File: config.mk
export PLATFORM = sky130hd
export DESIGN_NAME = alu_operand_issue_flat
export DESIGN_NICKNAME = d
export VERILOG_FILES = /design/src/rtl/alu_operand_issue_if.sv /design/src/rtl/alu_operand_issue.sv /design/src/flat_wrapper.sv
export SDC_FILE = /design/constraint.sdc
export NUM_CORES = 1
export LEC_CHECK = 0
export CORE_AREA = 10 10 180 182
export DETAILED_ROUTE_END_ITERATION = 16
export DIE_AREA = 0 0 190 192
export PLACE_DENSITY = 0.63
export SYNTH_ARGS = -nofsm -noshare
export SYNTH_HDL_FRONTEND = slang
export SYNTH_SLANG_ARGS = --single-unit
File: constraint.sdc
create_clock -name clk -period 5 [get_ports clk]
set_input_delay 0.75 -clock clk [delete_from_list [all_inputs] [get_ports clk]]
set_output_delay 0.75 -clock clk [all_outputs]
set_load 0.01 [all_outputs]
File: src/rtl/alu_operand_issue_if.sv
// Shared types and the issue-stage port bundle:
// register-read side in, ALU operand side out.
package alu_operand_issue_pkg;

    localparam int unsigned ALU_XLEN = 32;
    localparam int unsigned SHAMT_W  = 5;
    localparam int unsigned RD_W     = 5;

    typedef enum logic [1:0] {
        LOGIC_ADD = 2'd0,
        LOGIC_XOR = 2'd1,
        LOGIC_OR  = 2'd2,
        LOGIC_AND = 2'd3
    } alu_logic_op_t;

    typedef enum logic [1:0] {
        RS1_ZERO = 2'd0,
        RS1_PC   = 2'd1,
        RS1_RF   = 2'd2
    } alu_rs1_op_t;

    typedef enum logic [1:0] {
        RS2_LUI_AUIPC = 2'd0,
        RS2_JAL_JALR  = 2'd1,
        RS2_ARITH_IMM = 2'd2,
        RS2_RF        = 2'd3
    } alu_rs2_op_t;

    typedef struct packed {
        logic [ALU_XLEN:0]   in1;
        logic [ALU_XLEN:0]   in2;
        logic [ALU_XLEN-1:0] shifter_in;
        logic [SHAMT_W-1:0]  shift_amount;
        alu_logic_op_t       logic_op;
        logic                subtract;
        logic                arith;
        logic                lshift;
        logic                shifter_path;
        logic                slt_path;
    } alu_inputs_t;

    typedef struct packed {
        alu_inputs_t     alu;
        logic [RD_W-1:0] rd;
        logic            illegal;
    } issue_entry_t;

endpackage

interface alu_operand_issue_if;
    import alu_operand_issue_pkg::*;

    logic                flush;
    logic                in_valid;
    logic                in_ready;
    logic [31:0]         instr;
    logic [ALU_XLEN-1:0] pc;
    logic [ALU_XLEN-1:0] rs1_data;
    logic [ALU_XLEN-1:0] rs2_data;
    logic                out_valid;
    logic                out_ready;
    alu_inputs_t         alu_in;
    logic [RD_W-1:0]     rd;
    logic                illegal;

    modport slave (
        input  flush, in_valid, instr, pc, rs1_data, rs2_data, out_ready,
        output in_ready, out_valid, alu_in, rd, illegal
    );

    modport master (
        output flush, in_valid, instr, pc, rs1_data, rs2_data, out_ready,
        input  in_ready, out_valid, alu_in, rd, illegal
    );

endinterface

File: src/rtl/alu_operand_issue.sv
// RV32I integer issue stage: decodes one instruction per cycle into the ALU
// operand bundle and hands it on through a two-entry skid buffer.
module alu_operand_issue
    import alu_operand_issue_pkg::*;
#(
    parameter int unsigned XLEN  = ALU_XLEN,
    parameter int unsigned DEPTH = 2
) (
    input  logic                 clk,
    input  logic                 rst_n,
    alu_operand_issue_if.slave   bus
);

    typedef enum logic [1:0] {
        EMPTY = 2'd0,
        ONE   = 2'd1,
        TWO   = 2'd2
    } skid_state_t;

    localparam logic [6:0] OPC_LUI    = 7'b0110111;
    localparam logic [6:0] OPC_AUIPC  = 7'b0010111;
    localparam logic [6:0] OPC_JAL    = 7'b1101111;
    localparam logic [6:0] OPC_JALR   = 7'b1100111;
    localparam logic [6:0] OPC_OP_IMM = 7'b0010011;
    localparam logic [6:0] OPC_OP     = 7'b0110011;

    logic [6:0]      opcode;
    logic [2:0]      funct3;
    logic            funct7_5;
    logic [XLEN-1:0] upper_imm;
    logic [XLEN-1:0] arith_imm;

    logic            legal;
    logic            is_arith;
    alu_rs1_op_t     rs1_sel;
    alu_rs2_op_t     rs2_sel;
    logic [XLEN-1:0] op1;
    logic [XLEN-1:0] op2;
    logic            signed_pad;
    issue_entry_t    dec;

    skid_state_t     state_q, state_d;
    logic            in_ready_q, in_ready_d;
    logic            out_valid_q, out_valid_d;
    issue_entry_t    out_q, out_d;
    issue_entry_t    skid_q, skid_d;
    logic            accept;
    logic            consume;

    assign opcode    = bus.instr[6:0];
    assign funct3    = bus.instr[14:12];
    assign funct7_5  = bus.instr[30];
    assign upper_imm = XLEN'({bus.instr[31:12], 12'b0});
    assign arith_imm = {{(XLEN-12){bus.instr[31]}}, bus.instr[31:20]};

    // Opcode -> operand source selection
    always_comb begin
        legal    = 1'b1;
        is_arith = 1'b0;
        rs1_sel  = RS1_RF;
        rs2_sel  = RS2_RF;
        case (opcode)
            OPC_LUI: begin
                rs1_sel = RS1_ZERO;
                rs2_sel = RS2_LUI_AUIPC;
            end
            OPC_AUIPC: begin
                rs1_sel = RS1_PC;
                rs2_sel = RS2_LUI_AUIPC;
            end
            OPC_JAL, OPC_JALR: begin
                rs1_sel = RS1_PC;
                rs2_sel = RS2_JAL_JALR;
            end
            OPC_OP_IMM: begin
                is_arith = 1'b1;
                rs2_sel  = RS2_ARITH_IMM;
            end
            OPC_OP: begin
                is_arith = 1'b1;
            end
            default: legal = 1'b0;
        endcase
    end

    always_comb begin
        case (rs1_sel)
            RS1_ZERO: op1 = '0;
            RS1_PC:   op1 = bus.pc;
            default:  op1 = bus.rs1_data;
        endcase
        case (rs2_sel)
            RS2_LUI_AUIPC: op2 = upper_imm;
            RS2_JAL_JALR:  op2 = XLEN'(4);
            RS2_ARITH_IMM: op2 = arith_imm;
            default:       op2 = bus.rs2_data;
        endcase
    end

    // funct3 flags and bundle assembly; only signed compares get a sign pad
    always_comb begin
        dec        = '0;
        signed_pad = 1'b0;
        dec.rd     = bus.instr[11:7];
        if (is_arith) begin
            case (funct3)
                3'b000: dec.alu.subtract = (opcode == OPC_OP) & funct7_5;
                3'b001: begin
                    dec.alu.shifter_path = 1'b1;
                    dec.alu.lshift       = 1'b1;
                end
                3'b010: begin
                    dec.alu.slt_path = 1'b1;
                    dec.alu.subtract = 1'b1;
                    signed_pad       = 1'b1;
                end
                3'b011: begin
                    dec.alu.slt_path = 1'b1;
                    dec.alu.subtract = 1'b1;
                end
                3'b100: dec.alu.logic_op = LOGIC_XOR;
                3'b101: begin
                    dec.alu.shifter_path = 1'b1;
                    dec.alu.arith        = funct7_5;
                end
                3'b110: dec.alu.logic_op = LOGIC_OR;
                default: dec.alu.logic_op = LOGIC_AND;
            endcase
        end
        dec.alu.in1          = {signed_pad & op1[XLEN-1], op1};
        dec.alu.in2          = {signed_pad & op2[XLEN-1], op2};
        dec.alu.shifter_in   = bus.rs1_data;
        dec.alu.shift_amount = op2[SHAMT_W-1:0];
        if (!legal) begin
            dec.alu     = '0;
            dec.illegal = 1'b1;
        end
    end

    assign accept  = bus.in_valid & in_ready_q;
    assign consume = out_valid_q & bus.out_ready;

    // Skid next-state: output register first, skid entry only when stalled
    always_comb begin
        state_d = state_q;
        out_d   = out_q;
        skid_d  = skid_q;
        case (state_q)
            EMPTY: begin
                if (accept) begin
                    state_d = ONE;
                    out_d   = dec;
                end
            end
            ONE: begin
                if (accept && !consume) begin
                    state_d = TWO;
                    skid_d  = dec;
                end else if (accept && consume) begin
                    out_d = dec;
                end else if (consume) begin
                    state_d = EMPTY;
                end
            end
            TWO: begin
                if (consume) begin
                    state_d = ONE;
                    out_d   = skid_q;
                end
            end
            default: state_d = EMPTY;
        endcase
        if (bus.flush) begin
            state_d = EMPTY;
            out_d   = out_q;
            skid_d  = skid_q;
        end
        out_valid_d = (state_d != EMPTY);
        in_ready_d  = (32'(state_d) < DEPTH);
    end

    always_ff @(posedge clk) begin
        if (!rst_n) begin
            state_q     <= EMPTY;
            in_ready_q  <= 1'b0;
            out_valid_q <= 1'b0;
            out_q       <= '0;
            skid_q      <= '0;
        end else begin
            state_q     <= state_d;
            in_ready_q  <= in_ready_d;
            out_valid_q <= out_valid_d;
            out_q       <= out_d;
            skid_q      <= skid_d;
        end
    end

    assign bus.in_ready  = in_ready_q;
    assign bus.out_valid = out_valid_q;
    assign bus.alu_in    = out_q.alu;
    assign bus.rd        = out_q.rd;
    assign bus.illegal   = out_q.illegal;

endmodule

File: src/flat_wrapper.sv
// flat-port wrapper written by rule: the top's interface ports become plain ports
module alu_operand_issue_flat import alu_operand_issue_pkg::*;
#(
    parameter int unsigned XLEN  = ALU_XLEN,
    parameter int unsigned DEPTH = 2
)
  (clk, rst_n, bus_flush, bus_in_valid, bus_instr, bus_pc, bus_rs1_data, bus_rs2_data, bus_out_ready, bus_in_ready, bus_out_valid, bus_alu_in, bus_rd, bus_illegal);
  alu_operand_issue_if bus_i ();
  input  logic clk;
  input  logic rst_n;
  input wire logic [$bits(bus_i.flush)-1:0] bus_flush;
  input wire logic [$bits(bus_i.in_valid)-1:0] bus_in_valid;
  input wire logic [$bits(bus_i.instr)-1:0] bus_instr;
  input wire logic [$bits(bus_i.pc)-1:0] bus_pc;
  input wire logic [$bits(bus_i.rs1_data)-1:0] bus_rs1_data;
  input wire logic [$bits(bus_i.rs2_data)-1:0] bus_rs2_data;
  input wire logic [$bits(bus_i.out_ready)-1:0] bus_out_ready;
  output wire logic [$bits(bus_i.in_ready)-1:0] bus_in_ready;
  output wire logic [$bits(bus_i.out_valid)-1:0] bus_out_valid;
  output wire logic [$bits(bus_i.alu_in)-1:0] bus_alu_in;
  output wire logic [$bits(bus_i.rd)-1:0] bus_rd;
  output wire logic [$bits(bus_i.illegal)-1:0] bus_illegal;
  assign bus_i.flush = bus_flush;
  assign bus_i.in_valid = bus_in_valid;
  assign bus_i.instr = bus_instr;
  assign bus_i.pc = bus_pc;
  assign bus_i.rs1_data = bus_rs1_data;
  assign bus_i.rs2_data = bus_rs2_data;
  assign bus_i.out_ready = bus_out_ready;
  assign bus_in_ready = bus_i.in_ready;
  assign bus_out_valid = bus_i.out_valid;
  assign bus_alu_in = bus_i.alu_in;
  assign bus_rd = bus_i.rd;
  assign bus_illegal = bus_i.illegal;
  alu_operand_issue #(.XLEN(XLEN), .DEPTH(DEPTH)) u_core (.clk(clk), .rst_n(rst_n), .bus(bus_i));
endmodule
---- Yosys cells after proc, flatten, opt, wreduce, memory -nomap -nowiden ----
Index checks and enable logic that the tools add are counted.
storage, ports and cells
  input port bits ......................... 133
  register bits after elaboration ......... 236
  output and inout port bits .............. 118
  logic and storage cells ................. 103
operators by class
  $lt $le $gt $ge ......................... 1
  reduce and logical (&&, ||, !) cells .... 19
  mux-type cells .......................... 29
  eq/ne operators ......................... 21
  bitwise gates (word level) .............. 6
operator list
  operator            count
  $mux 116            4
  $pmux 116 s3        1
  $mux 110            1
  $pmux 32 s3         1
  $pmux 32 s2         1
  $pmux 2 s3          3
  $eq 7x5->1 const B  2
  $eq 7x6->1 const B  2
  $eq 7x7->1 const B  2
  $mux 2              6
  $reduce_or 2->1     5
  $eq 3x3->1 const B  3
  $mux 1              9
  $mux 7              1
  $eq 2x1->1 const B  3
  $eq 3x2->1 const B  2
  $logic_not 2->1     3
  $ne 2x1->1 const B  3
  $reduce_and 6->1    1
  $reduce_or 6->1     1
  $and 1x1->1         5
  $reduce_or 5->1     1
  $eq 2x2->1 const B  2
  $pmux 2 s2          1
  other kinds (12)    13

---- Logic depth before layout (Yosys ltp) ----
Gate-level depths: netlist (run 1).
  word-level depth ........................ 10
  mapped depth ............................ 8
  mapped depth without buffers ............ 5

---- Worst setup path after synthesis (run 1) ----
Ideal clock, no wire load.
  path type ............................... input to register
  start ................................... input bus_instr[6]
  end ..................................... register u_core.skid_q[115] (netlist name)
  data arrival time ....................... 2,359 ps
  setup time .............................. 70 ps
  stages .................................. 7
  slack ................................... 2,571 ps
  data required time ...................... 4,930 ps
  path buffers ............................ 2
  path through ............................ or3b_1 > buf_2 > or3_1 > buf_6 > nor2_8 > or4b_1 > a21boi_1
between the ends
  longest elaborated chain between the ends .. 7
  elaborated cells between the ends (all ways) .. 18
  those cells by class .................... eq/ne (7); mux (6); bitwise (1); reduce/logical (4)
RTL lines
  item                                           line                      source
  start: declaration                             flat_wrapper.sv:13        input wire logic [$bits(bus_i.instr)-1:0] bus_instr;
  $eq 7x5->1 or $eq 7x7->1 (tied branches)       alu_operand_issue.sv:62   case (opcode)
  $reduce_or 3->1 (no source line)               -
  $pmux 2 s2                                     alu_operand_issue.sv:62
  $eq 2x1->1 or $logic_not 2->1 (tied branches)  alu_operand_issue.sv:87   case (rs1_sel)
  $pmux 32 s2                                    alu_operand_issue.sv:87
  $and 1x1->1                                    alu_operand_issue.sv:130  dec.alu.in1 = {signed_pad & op1[XLEN-1], op1};
  $mux 110 (*)                                   alu_operand_issue.sv:134  if (!legal) begin
  end signal: assignment                         alu_operand_issue.sv:194  skid_q <= skid_d;
  end: declaration                               alu_operand_issue.sv:46   issue_entry_t skid_q, skid_d;
Mark *: on every way between the ends. The rest lies on a longest branch, timed or not.
A chain may end at the register's enable or synchronous reset.

---- Worst setup path after layout (run 1) ----
  start ................................... input bus_in_valid
  end ..................................... register u_core.out_q, in the netlist u_core.bus.alu_in[108]
between the ends
  longest elaborated chain between the ends .. 4
  elaborated cells between the ends (all ways) .. 7
  those cells by class .................... eq/ne (3); bitwise (1); reduce/logical (3)
RTL lines
  item                                                       line                                                source
  start: declaration                                         flat_wrapper.sv:12                                  input wire logic [$bits(bus_i.in_valid)-1:0] bus_in_valid;
  $and 1x1->1 (*)                                            alu_operand_issue.sv:140                            assign accept = bus.in_valid & in_ready_q;
  $logic_and 1x1->1, on equally long branches                alu_operand_issue.sv:156, alu_operand_issue.sv:159
  $ne 2x2->1 (no source line) or $ne 2x1->1 (tied branches)  -
  $reduce_and 6->1 (no source line) (*)                      -
  end signal: assignment                                     alu_operand_issue.sv:193                            out_q <= out_d;
  end: declaration                                           alu_operand_issue.sv:45                             issue_entry_t out_q, out_d;
Marks and branches as above.

==> flow_summary.yaml, run 1 <==
global_routing:
  first_global_vias: 9699
  grtUsageMet3: 0.04987
  grtUsageMet2: 0.2919
  grt_busiest_layer: "met2"
  grt_util_all_layers: 0.1848
  antenna_found_initial: 3
  grt_max_degree: 176
  grt-ovfl-total: 0
  grt_pass1_wl_um: 55430
  grt_use_met1: 0.2477
floorplan:
  core_mm2: 0.02863
  start_util: 0.3484
  dieArea_mm2: 0.03648
  die_y_um: 192
  io-pin-count: 251
  rows: 62
  die_x_um: 190
synth:
  synth_area_leader_cell: "dfxtp_1"
  synthTopCellsByArea: "dfxtp_1, a221oi_1, o21ai_0, nand3_1, clkbuf_1"
  synth.distinct_cells: 47
  synth-seq-cells: 226
  yosys.area.top_type_share: 0.4536
  syn_inst: 1196
  avgSynthCellArea_um2: 8.339
  synth_edf_count: 0
  synth_nets: 1329
  synth_warnings: 0
  synthArstFlopShare: 0
  mappedNetlistArea_mm2: 0.009973
  seq_area_frac_synth: 0.4536
  yosys_most_used_dff: "dfxtp_1"
timing:
  report.final.slew_viol_count: 0
  finalCritPeriodShare: 0.5933
  slew-limit-headroom: 0.3193
  fin_worst_skew_ns: 0.01453
  tns_ns: 0
  max_freq_ghz: 0.3371
  min_period_ns: 2.966
  setup_violations: 0
  rsz0062_at_grt: "no"
  tightest_slew_ns: 1.021
  hold_viol_final: 0
drt:
  drt-pass1-iter-count: 5
  totalWireLength_um: 35320
  dr.first_iter.drc_count: 950
  wl_per_cell_um: 20.11
  drc: 0
  vias: 9821
  antenna_left: 0
  via_per_inst: 5.593
final_layout:
  syn2layout_area_growth_pct: 34.71
  final_nets: 1484
  fin_util: 0.4694
  layout_commonest_cell: "clkdlybuf4s50_1"
  drive_above_1_share: 0.04964
  layout_common_cells: "clkdlybuf4s50_1, dfxtp_1, o21ai_0, nand3_1, a221oi_1"
  n_fill_cell: 2729
  final_cells: 1756
pwr:
  p_sw_w: 0.0009548
  power_density_mw_per_mm2: 305.5
  combPwrFrac: 0.093
  irDropWorstVdd_mv: 0.1953
  leakagePower_nw: 4.541
  cell_internal_pwr_w: 0.003150
  clockPowerShare: 0.456
  p_seq_frac: 0.451
  swShare: 0.2326
worst_setup_path:
  cp-startpoint: "bus_in_valid"
  r2r_start: "u_core.state_q[0]"
  cp-end-kind: "register"
  reg2regPathDepth: 5
  critPathCapture: "u_core.bus.alu_in[108]"
  crit_arrival_ns: 3.43
  start_kind: "input pin"
  r2r_end: "u_core.bus.alu_in[70]"
  critPathMaxFanout: 57
  critPathKind: "input pin to register"
  crit_required_ns: 5.46
  ff2ff_setup_slack_ns: 2.30
hold_path:
  hp-class: "register to register"
clock_tree:
  cts_setup_buffers: 0
  clock_path_buffers: 3
  cts_root_buf: "clkbuf_16"
  cts_resized: 0
  hold_buffers: 0
  cts_tree: "yes"
  htreeDepth: 1
  clkTransAtPathRegs_ns: 0.05
  clk_latency_ns: 0.53
  cts.sinks: 226
  cts_inserted_buffers: 26
place:
  place_inst: 1707
  port_buffers: 250
  place.detailed.hpwl_um: 21850
  gp_congestion: 0.7959
flow_run:
  cap_viol_max_count: 0
status:
  status: "finished clean"
how the worst min path moves through the flow:
stage	to	depth (start not counted)	from
after CTS	u_core.skid_q[26]	2	u_core.skid_q[26]
final	u_core.skid_q[2]	2	u_core.skid_q[2]
after global placement	u_core.skid_q[44]	2	u_core.skid_q[44]
after detailed placement	u_core.skid_q[26]	2	u_core.skid_q[26]
after global routing	u_core.skid_q[115]	2	u_core.skid_q[115]
after floorplan	u_core.skid_q[115]	2	u_core.skid_q[115]
registers in the layout, summed over array words and instances, names as in the netlist:
register,cells
u_core.bus.out_valid,1
u_core.bus.rd,5
u_core.skid_q,111
u_core.bus.illegal,1
u_core.state_q,2
u_core.bus.alu_in,105
u_core.bus.in_ready,1
per-layer routing:
layer | up-vias | share of wire | wire [µm]
met1 | 4663 | 0.45 | 15840
met3 | 41 | 0.090 | 3169
met4 | 2 | 0.015 | 543
li1 | 4744 | - | -
met5 | - | 0.00037 | 13
met2 | 371 | 0.45 | 15750
area by class of cell:
type | count | area, µm² | share of cell area
inverter | 4 | 15.01 | 0.001118
sequential | 226 | 4524 | 0.3367
timing repair buffer | 266 | 2649 | 0.1972
tap | 384 | 480.5 | 0.03576
clock buffer | 43 | 795.8 | 0.05923
clock inverter | 4 | 48.80 | 0.003632
antenna | 2 | 5.005 | 0.0003725
multi-input combinational | 827 | 4917 | 0.3660
cell families after synthesis:
| logic type | synth area share |
|---|---|
| multiplexers | 0.01305 |
| buffers and inverters | 0.05821 |
| AO/OA/AOI/OAI | 0.3015 |
| flip-flops | 0.4536 |
| AND/OR/NAND/NOR | 0.1736 |
synthesized netlist by cell type, drive strengths merged (27+ instances only):
cell and count:
nor3 27, a21boi 48, dfxtp 226, o21ai 158, o211ai 33, clkbuf 111, a21oi 58, nor2 74
nand3 132, a221oi 95, nand2 93, buf 28
through the flow:
step / hold slack, ns / area, µm² / setup slack [ns] / power, W
finish: 0.4622 / 13440 / 2.034 / 0.004104
global route: 0.4898 / 13430 / 1.759 / 0.004262
CTS: 0.4652 / 13430 / 2.026 / 0.004150
detailed placement: 0.4571 / 12590 / 1.491 / 0.002270
global placement: 0.4491 / 12590 / 1.536 / 0.002269
floorplan: 0.4311 / 9973 / 2.571 / 0.002035
critical path: stages:
cell	delay, ns
clkdlybuf4s50_1	0.50
nand3b_1	0.26
a211oi_4	0.31
buf_4	0.54
buf_4	0.57
o211ai_1	0.16
a21oi_1	0.16
a31o_2	0.12
power by group through the flow:
stage / clock network [W] / registers [W] / logic (W)
floorplan: 0 / 0.00190 / 0.000139
global placement: 0 / 0.00189 / 0.000379
detailed placement: 0 / 0.00189 / 0.000381
CTS: 0.00192 / 0.00185 / 0.000383
global route: 0.00200 / 0.00185 / 0.000411
finish: 0.00187 / 0.00185 / 0.000381
Note: power is estimated with default switching activity, not from simulation.
==> run 2, diff against run 1 <==
==> constraint.sdc (replaced) <==
create_clock -name clk -period 2.95 [get_ports clk]
set_input_delay 0.4425 -clock clk [delete_from_list [all_inputs] [get_ports clk]]
set_output_delay 0.4425 -clock clk [all_outputs]
set_load 0.01 [all_outputs]
==> flow_summary.yaml, run 2 (same netlist as run 1, synthesis figures left out) <==
status:
  status: "finished clean"
timing:
  min_period_ns: 2.276
  max_freq_ghz: 0.4393
  report.final.slew_viol_count: 0
  holdWs_ns: 0.4326
  rsz0062_at_grt: "no"
  tns_ns: 0
  slew-limit-headroom: 0.5353
  setup_violations: 0
  tightest_slew_ns: 0.6954
  hold_viol_final: 0
  finalCritPeriodShare: 0.7716
  fin_worst_skew_ns: 0.01401
global_routing:
  grt_max_degree: 132
  first_global_vias: 9854
  grt-ovfl-total: 0
  grt_use_met1: 0.2565
  grt_util_all_layers: 0.1888
  grtUsageMet2: 0.2952
  antenna_found_initial: 2
  grtUsageMet3: 0.04860
  grt_pass1_wl_um: 56710
  grt_busiest_layer: "met2"
clock_tree:
  cts_root_buf: "clkbuf_16"
  cts_tree: "yes"
  clkTransAtPathRegs_ns: 0.06
  cts_setup_buffers: 0
  hold_buffers: 0
  clk_latency_ns: 0.53
  cts_inserted_buffers: 27
  clock_path_buffers: 3
  cts.sinks: 226
  htreeDepth: 1
  cts_resized: 0
floorplan:
  io-pin-count: 251
  rows: 62
  core_mm2: 0.02863
  die_y_um: 192
  die_x_um: 190
  start_util: 0.3484
  dieArea_mm2: 0.03648
final_layout:
  layout_commonest_cell: "clkdlybuf4s50_1"
  n_fill_cell: 2684
  insertedDiodeCount: 0
  largest_register_ffs: 111
  largest_register: "u_core.skid_q"
  drive_above_1_share: 0.06291
  layout_common_cells: "clkdlybuf4s50_1, dfxtp_1, o21ai_0, nand3_1, a221oi_1"
  fin_area_mm2: 0.01375
  fin_util: 0.4804
  final_nets: 1498
  syn2layout_area_growth_pct: 37.89
drt:
  totalWireLength_um: 36140
  drc: 0
  vias: 10130
  antenna_left: 0
  wl_per_cell_um: 20.45
  drt-pass1-iter-count: 5
  dr.first_iter.drc_count: 879
  via_per_inst: 5.735
pwr:
  finalPower_w: 0.007388
  cell_internal_pwr_w: 0.005693
  p_seq_frac: 0.424
  clockPowerShare: 0.485
  combPwrFrac: 0.091
  power_density_mw_per_mm2: 537.3
  p_sw_w: 0.001695
  irDropWorstVdd_mv: 0.3281
  swShare: 0.2294
  leakagePower_nw: 4.686
place:
  port_buffers: 250
  dpl-instance-area_mm2: 0.01280
  place.detailed.hpwl_um: 22530
  gp_congestion: 0.8020
worst_setup_path:
  crit_slowest_cell: "buf_4"
  critPathKind: "register to register"
  critPathBufInv: 2
  path_cells: "nand2b_2, buf_4, and2_1, buf_12, a221oi_1, nor2_1"
  start_kind: "register"
  slowest_delay_ns: 0.52
  critPathMaxFanout: 35
  crit_required_ns: 3.42
  crit_arrival_ns: 2.75
  path_delay_family: "simple AND/OR/NAND/NOR gates"
  cp-end-kind: "register"
hold_path:
  hp-class: "input pin to register"
flow_run:
  cap_viol_max_count: 0
==> run 2: per-layer routing <==
| layer | vias up | share of wire | wire length (µm) |
|---|---|---|---|
| li1 | 4784 | - | - |
| met1 | 4891 | 0.45 | 16110 |
| met2 | 410 | 0.45 | 16200 |
| met3 | 44 | 0.091 | 3293 |
| met4 | 4 | 0.014 | 506 |
| met5 | - | 0.00064 | 23 |
==> run 2: worst register-to-register path, stage by stage (launching register included) <==
cell	delay [ns]
dfxtp_1	0.43
nand2b_2	0.49
buf_4	0.52
and2_1	0.28
buf_12	0.23
a221oi_1	0.15
nor2_1	0.13
==> run 2: per-stage QoR <==
| stage | std cells | setup WS, ns |
|---|---|---|
| 6_report | 1767 | 0.6738 |
| 5_1_grt | 1767 | 0.5033 |
| 4_1_cts | 1767 | 0.6822 |
| 3_5_place_dp | 1720 | 0.3168 |
| 3_3_place_gp | 1720 | 0.3380 |
| 2_1_floorplan | 1196 | 0.8287 |
==> run 2: area by class of cell <==
| type | count | area, µm² | share of cell area |
|---|---|---|---|
| clock buffers | 37 | 773.2 | 0.05623 |
| clock inverters | 10 | 182.7 | 0.01328 |
| inverters | 4 | 15.01 | 0.001092 |
| multi-input cells | 827 | 4917 | 0.3576 |
| flip-flops and latches | 226 | 4524 | 0.3290 |
| well taps | 384 | 480.5 | 0.03494 |
| repair buffers | 279 | 2859 | 0.2079 |
==> run 2: worst paths after layout <==
| check | startpoint | endpoint | slack, ns | cells after the start |
|---|---|---|---|---|
| max | u_core.state_q[0] | u_core.bus.alu_in[27] | 0.67 | 6 |
| min | rst_n | u_core.skid_q[114] | 0.43 | 2 |
| min reg2reg | u_core.bus.alu_in[107] | u_core.bus.alu_in[107] | 0.46 | 2 |
| max reg2reg | u_core.state_q[0] | u_core.bus.alu_in[27] | 0.67 | 6 |
==> run 2: power by group through the flow <==
stage | sequential (W) | clock, W | combinational (W)
floorplan | 0.00321 | 0 | 0.000236
global placement | 0.00320 | 0 | 0.000666
detailed placement | 0.00320 | 0 | 0.000667
CTS | 0.00314 | 0.00364 | 0.000671
global route | 0.00314 | 0.00376 | 0.000721
finish | 0.00313 | 0.00358 | 0.000670
